$ cat src/rtl/multicycle_alu.sv
// Registered ALU for the multi-cycle datapath: single-cycle ops finish one cycle after issue,
// MUL runs a WIDTH-iteration shift-add loop and returns the full 2*WIDTH product.
module multicycle_alu #(
  parameter int WIDTH = 32,
  parameter int CNT_W = 6
) (
  input  logic             clk_i,
  input  logic             rst_i,
  input  logic             valid_i,
  input  logic [3:0]       ctrl_i,
  input  logic [WIDTH-1:0] src1_i,
  input  logic [WIDTH-1:0] src2_i,
  output logic             ready_o,
  output logic             done_o,
  output logic [WIDTH-1:0] result_o,
  output logic [WIDTH-1:0] hi_o,
  output logic             zero_o,
  output logic             ovf_o
);

  typedef enum logic {S_IDLE, S_MUL} state_t;

  localparam logic [3:0] OP_MUL = 4'b1011;

  state_t           r_state, w_next;
  logic [CNT_W-1:0] r_cnt;
  logic [WIDTH-1:0] r_mcand, r_mplier, r_accHi, r_accLo;
  logic [WIDTH-1:0] r_result, r_hi;
  logic             r_done, r_zero, r_ovf;

  logic             w_accept, w_isMul, w_mulDone;
  logic [WIDTH-1:0] w_sum, w_diff, w_res;
  logic             w_zero, w_ovf;
  logic [WIDTH:0]   w_step;

  assign ready_o   = (r_state == S_IDLE);
  assign w_accept  = valid_i & ready_o;
  assign w_isMul   = (ctrl_i == OP_MUL);
  // The counter runs one past the last iteration so the product is published on the following edge.
  assign w_mulDone = (r_state == S_MUL) && (r_cnt == CNT_W'(WIDTH));

  always_ff @(posedge clk_i) begin
    if (rst_i) r_state <= S_IDLE;
    else       r_state <= w_next;
  end

  always_comb begin
    w_next = r_state;
    case (r_state)
      S_IDLE:  if (w_accept && w_isMul) w_next = S_MUL;
      S_MUL:   if (w_mulDone) w_next = S_IDLE;
      default: w_next = S_IDLE;
    endcase
  end

  assign w_sum  = src1_i + src2_i;
  assign w_diff = src1_i - src2_i;

  always_comb begin
    w_res  = '0;
    w_zero = 1'b0;
    w_ovf  = 1'b0;
    case (ctrl_i)
      4'b0000: w_res = src1_i & src2_i;
      4'b0001: w_res = src1_i | src2_i;
      4'b0010: begin
        w_res = w_sum;
        w_ovf = (src1_i[WIDTH-1] == src2_i[WIDTH-1]) && (w_sum[WIDTH-1] != src1_i[WIDTH-1]);
      end
      4'b0110, 4'b1001: begin
        w_res = w_diff;
        w_ovf = (src1_i[WIDTH-1] != src2_i[WIDTH-1]) && (w_diff[WIDTH-1] != src1_i[WIDTH-1]);
      end
      4'b0111: w_res = {{(WIDTH-1){1'b0}}, ($signed(src1_i) < $signed(src2_i))};
      4'b1111: w_res = {{(WIDTH-1){1'b0}}, (src1_i < src2_i)};
      4'b1100: w_res = ~(src1_i | src2_i);
      4'b1101: w_zero = src1_i[WIDTH-1] | (src1_i == '0);
      default: w_res = '0;
    endcase
    // Unknown codes leave w_res at zero, so this also yields their required zero_o=1.
    if (ctrl_i != 4'b1101) w_zero = (w_res == '0);
  end

  assign w_step = {1'b0, r_accHi} + {1'b0, r_mcand & {WIDTH{r_mplier[0]}}};

  always_ff @(posedge clk_i) begin
    if (rst_i) begin
      r_cnt    <= '0;
      r_mcand  <= '0;
      r_mplier <= '0;
      r_accHi  <= '0;
      r_accLo  <= '0;
      r_result <= '0;
      r_hi     <= '0;
      r_done   <= 1'b0;
      r_zero   <= 1'b0;
      r_ovf    <= 1'b0;
    end else begin
      r_done <= 1'b0;
      if (r_state == S_IDLE) begin
        if (w_accept && w_isMul) begin
          r_mcand  <= src1_i;
          r_mplier <= src2_i;
          r_accHi  <= '0;
          r_accLo  <= '0;
          r_cnt    <= '0;
        end else if (w_accept) begin
          r_result <= w_res;
          r_hi     <= '0;
          r_zero   <= w_zero;
          r_ovf    <= w_ovf;
          r_done   <= 1'b1;
        end
      end else if (w_mulDone) begin
        r_result <= r_accLo;
        r_hi     <= r_accHi;
        r_zero   <= (r_accLo == '0);
        r_ovf    <= 1'b0;
        r_done   <= 1'b1;
      end else begin
        r_accHi  <= w_step[WIDTH:1];
        r_accLo  <= {w_step[0], r_accLo[WIDTH-1:1]};
        r_mplier <= r_mplier >> 1;
        r_cnt    <= r_cnt + CNT_W'(1);
      end
    end
  end

  assign done_o   = r_done;
  assign result_o = r_result;
  assign hi_o     = r_hi;
  assign zero_o   = r_zero;
  assign ovf_o    = r_ovf;

endmodule
$ cat config.mk
export PLATFORM = sky130hd
export DESIGN_NAME = multicycle_alu
export DESIGN_NICKNAME = d
export VERILOG_FILES = /design/src/rtl/multicycle_alu.sv
export SDC_FILE = /design/constraint.sdc
export NUM_CORES = 1
export LEC_CHECK = 0
export CORE_MARGIN = 2
export CORE_UTILIZATION = 40
export CTS_CLUSTER_DIAMETER = 40
export DETAILED_ROUTE_END_ITERATION = 8
export DONT_BUFFER_PORTS = 1
export PLACE_DENSITY = 0.56
export SLEW_MARGIN = 20
export SYNTH_ARGS = -nofsm -noshare
export SYNTH_HDL_FRONTEND = slang
export SYNTH_SLANG_ARGS = --single-unit
export TNS_END_PERCENT = 20
$ cat constraint.sdc
create_clock -name clk_i -period 7 [get_ports clk_i]
set_clock_uncertainty 0.2 [all_clocks]
set_input_delay 1.05 -clock clk_i [delete_from_list [all_inputs] [get_ports clk_i]]
set_output_delay 1.05 -clock clk_i [all_outputs]
set_load 0.02 [all_outputs]
# After elaboration in Yosys (flattened, before gate mapping)

Index checks and enable logic that the tools add are counted.

Bitwise operators: 7
Multiplexer cells: 38
Eq/ne operators: 18
Reductions and logical operators: 14
$lt $le $gt $ge: 2
Add/sub/neg operators: 4

Operators with widths:

| cell                                                            | count |
|---|---|
| 32-bit 2-to-1 mux                                               | 16 |
| 32-bit case mux with 7 select lines                             | 1 |
| 32-bit logical NOT                                              | 3 |
| 32-bit AND                                                      | 2 |
| 32-bit less-than comparator                                     | 2 |
| 32-bit by 32-bit adder with 33-bit output                       | 1 |
| 32-bit adder                                                    | 1 |
| 32-bit inverter                                                 | 1 |
| 32-bit bitwise OR                                               | 1 |
| 32-bit subtractor                                               | 1 |
| 4-bit == test, second input constant                            | 5 |
| 6-bit 2-to-1 mux                                                | 3 |
| 1-bit 2-to-1 mux                                                | 16 |
| 4-bit by 3-bit == test with 1-bit output, second input constant | 2 |
| 6-bit by 1-bit adder with 6-bit output, second input constant   | 1 |
| 6-bit == test, second input constant                            | 1 |
| 4-bit by 1-bit == test with 1-bit output, second input constant | 1 |
| 4-bit by 2-bit == test with 1-bit output, second input constant | 1 |
| 1-bit logical AND                                               | 4 |
| 4-bit logical NOT                                               | 1 |
| 2-bit != test, second input constant                            | 2 |
| 4-bit != test, second input constant                            | 1 |
| 1-bit case mux with 2 select lines                              | 2 |
| 2-bit AND reduction                                             | 2 |
| other kinds (9)                                                 | 12 |

Output and inout port bits: 68
Word-level logic and storage cells: 94
Input bits: 71
Register bits: 202

# Depth between registers and ports, before layout

Depth in word-level cells: 8
Mapped depth: 15
Depth with buffers taken out: 14

# Least setup slack after synthesis

OpenSTA, ideal clock, no wires.

Kind: in2reg
Start point: input port src1_i[0]
End point: register r_zero (netlist: zero_o)
Required time: 6.704 ns
Setup time: 0.096 ns
Path buffers: 0
Path slack: 2.639 ns
Arrival: 4.065 ns
Stages on the path: 14
Cell sequence: inv_1 > ha_1 > fa_1 > o21ba_2 > nor3_1 > o211ai_1 > a32oi_2 > o211ai_1 > o21ai_0 > xnor2_1 > o221ai_1 > nor4_1 > nand4_1 > o41ai_2

Word-level cells in the longest chain between the ends: 8
Elaborated cells between the ends (all ways): 16
Those cells by class: add/sub: 2; order compare: 2; mux: 6; bitwise: 4; reduce/logical: 2

Ends and longest elaborated chain:

| what                                                      | line | RTL |
|---|---|---|
| from (decl)                                               | 11   | `input logic [WIDTH-1:0] src1_i,` |
| branches (longest 4 deep; another with 32-bit subtractor) | --   |  |
| 1-bit 2-to-1 mux *                                        | 81   | `if (ctrl_i != 4'b1101) w_zero = (w_res == '0);` |
| 1-bit 2-to-1 mux *                                        | 107  | `end else if (w_accept) begin` |
| 1-bit 2-to-1 mux *                                        | 101  | `if (w_accept && w_isMul) begin` |
| 1-bit 2-to-1 mux *                                        | 100  | `if (r_state == S_IDLE) begin` |
| to (signal assigned)                                      | 110  | `r_zero <= w_zero;` |
| to (signal assigned)                                      | 117  | `r_zero <= (r_accLo == '0);` |
| to (decl)                                                 | 29   | `logic r_done, r_zero, r_ovf;` |

Mark *: on every way between the ends. The select of a mux whose other input is x is not followed.
A chain may end at the register's enable or synchronous reset.

# Final worst setup path

Same ends and word-level chain as after synthesis.

==> metrics <==
outcome finished clean; most frequent cells in the layout nand2_1, a21oi_1, dfxtp_1; GPL Wtd Cong 0.975; RSZ-0062 raised after global routing false; Gate Count Post-Synth 1989; dominant synthesized flop cell dfxtp_1; Sink Count 202; Crit path largest cell delay 0.55 ns; max_cap viols 0; Num CTS Buffers 38; NumNets Final 2120; Routed WL 52200 um; H-tree levels 2; DR WL/cell 21.7 um; Slew Viols, Final 0; vias in the first global route 14000; # fillers 3733; Initial Util 40.7%; ys async rst share 0%; later-pin clock latency in the skew report 0.55 ns; root buf cell clkbuf_16; DR top layer met4; DRT met1 WL 23300 um; IO Port Bufs 0; Reg clk slew, reported paths 0.05 ns; Placed Area 15200 um2; Final Critical Period 4.68 ns; Longest Clk Path Bufs 3; chip height 198 um; post-synth net total 2196; Setup TNS 0 ns; Final Worst Setup Slack 2.32 ns; Data arrival, critical path 4.91 ns; Pleak 0.00666 uW; Worst VDD drop 0.000185 V; CTS tree yes; Slew @ Worst Pin 1.00 ns; Area Overhead vs Synth 11.4%; Met2 Routed Length 24000 um; DRT Pass-1 Iters 5; share of layout cells above drive strength 1 7.21%; sequential fraction of the synthesis area 27.0%; drt initial violations 1053; Core Box Area 36800 um2; CP required 7.24 ns; first-pass GRT wire length 81000 um; cell area after layout 16700 um2; Distinct cells, synth 90; most common cell after layout, fill and taps aside nand2_1; Power Dens Cells 233 nW/um2; worst reg2reg setup slack 2.36 ns; ant diodes 0; crit-path max FO 6; Synthesis Warnings 0; GRT Overall Usage 26.5%; vias per cell 6.05; Die Span X 198 um; Critical Path End Type flop; cts hold-fix bufs 0; WL met3 2790 um; initial antenna violation count 0; post-CTS sizing 0; crit-path cells inv_1 -> ha_1 -> fa_1 -> o21ba_2 -> nor3_1 -> o211ai_1 -> a32oi_2 -> xnor2_1 -> o221ai_1 -> a311oi_1 -> nand4_1 -> nor4_1 -> nand4_1 -> o41ai_2; EDFF count, synth 0; number of core rows 70; Buffers & Inverters on Critical Path 1; via count 14600; hold violation count in the final report 0; Syn Area/Cell 7.53 um2; Mapped Area 15000 um2; Final ANT Viol Nets 0; gr ovfl total 0; largest net degree at the start of global routing 197; CP Class primary input to flop; Finish-stage setup viols 0; total setup buffers inserted after CTS 0; slowest CP cell nor3_1; Rel. slew slack 33.2%; f_max 0.214 GHz; Place WS 1.87 ns; FF+latch count, synth 202; Worst Hold Class flop to flop; I/O Pins 139; Detail Placement HPWL 38200 um; Most common cell on crit path nand4_1; crit start category primary input; Remaining DRCs 0; crit share post-route 66.8%; die footprint 39000 um2; crit-path leading delay family compound AO/OA/AOI/OAI gates
tightest hold or removal path: cells and delay by family, from the launching register on:
kind	cells	cell delay (ns)
compound gates	1	0.05
simple gates	1	0.05
flops	1	0.30
final cells by class:
| class | count | area [um2] | share of cell area (%) |
|---|---|---|---|
| Multi-Input combinational cell | 1551 | 10100 | 60.5 |
| Sequential cell | 202 | 4050 | 24.2 |
| Clock buffer | 41 | 993 | 5.95 |
| Tap cell | 468 | 586 | 3.51 |
| Clock inverter | 29 | 455 | 2.73 |
| Inverter | 104 | 390 | 2.34 |
| Timing Repair Buffer | 16 | 120 | 0.720 |
cell usage after synthesis, types with 5 or more instances:
cell type	number	area share, %
nand2_1	217	5.4
a21oi_1	205	6.8
dfxtp_1	202	27
nor2_1	200	5.0
ha_1	133	11
clkbuf_1	106	2.7
inv_1	104	2.6
nand3_1	78	2.6
o21ai_0	66	2.2
nor3_1	54	1.8
a211oi_1	52	2.6
and2_1	40	1.7
a21o_1	37	1.9
mux2i_1	37	2.5
a22oi_1	34	1.7
a221oi_1	29	1.7
nor4_1	23	0.96
a31oi_1	22	0.92
nand2b_1	22	0.92
xnor2_1	22	1.3
o21bai_1	17	0.85
o31ai_1	17	0.85
nand4_1	15	0.63
xor2_1	15	0.88
buf_1	14	0.35
o211ai_1	13	0.65
a221o_1	12	0.80
o21a_1	12	0.60
or3_1	12	0.50
nor2b_1	11	0.46
nor3b_1	11	0.55
buf_2	10	0.33
o221a_2	8	0.60
or2_2	8	0.33
and3_1	7	0.29
o221ai_1	7	0.41
a211o_1	6	0.35
a311oi_1	5	0.29
flip-flops by register name, summed over array words and instances, names as in the netlist:
signal and count:
r_mplier 32, ovf_o 1, r_accLo 32, r_state 1
r_mcand 32, done_o 1, hi_o 32, r_cnt 6
result_o 32, zero_o 1, r_accHi 32
where the power goes:
group	internal, uW	switching, uW
Combinational	205	373
Sequential	1180	42.7
Clock	1410	684
Total	2800	1100
per-layer routing:
metal  vias to the layer above  track usage, %
met3                       124            4.20
met4                         0            11.7
li1                       7069               -
met1                      6956            34.4
met2                       435            43.3
met5                         -               0
cells by family after synthesis:
family          synth area share (%)
mux                             2.55
fa+ha+maj                       11.5
xor+xnor                        2.16
buf+inv                         6.07
compound gates                  28.0
flops                           27.0
simple gates                    22.8
per-stage QoR:
| stage | power, uW | instances | hold slack (ns) | utilization (%) |
|---|---|---|---|---|
| CTS | 3930 | 2411 | 0.245 | 45.4 |
| detailed placement | 1810 | 2341 | 0.238 | 41.4 |
| floorplan | 1670 | 1989 | 0.232 | - |
| global route | 4040 | 2411 | 0.265 | 45.4 |
| finish | 3900 | 2411 | 0.249 | 45.4 |
| global placement | 1810 | 2341 | 0.236 | 41.4 |
path summary, 6_finish.rpt:
path	from	to	cells past startpoint
worst min-delay path	r_mcand[25]	r_mcand[25]	2
worst max register to register	r_mplier[0]	r_accHi[30]	14
worst max-delay path	src1_i[0]	zero_o	14
worst min register to register	r_mcand[25]	r_mcand[25]	2
Power figures use the tool's default switching activity.
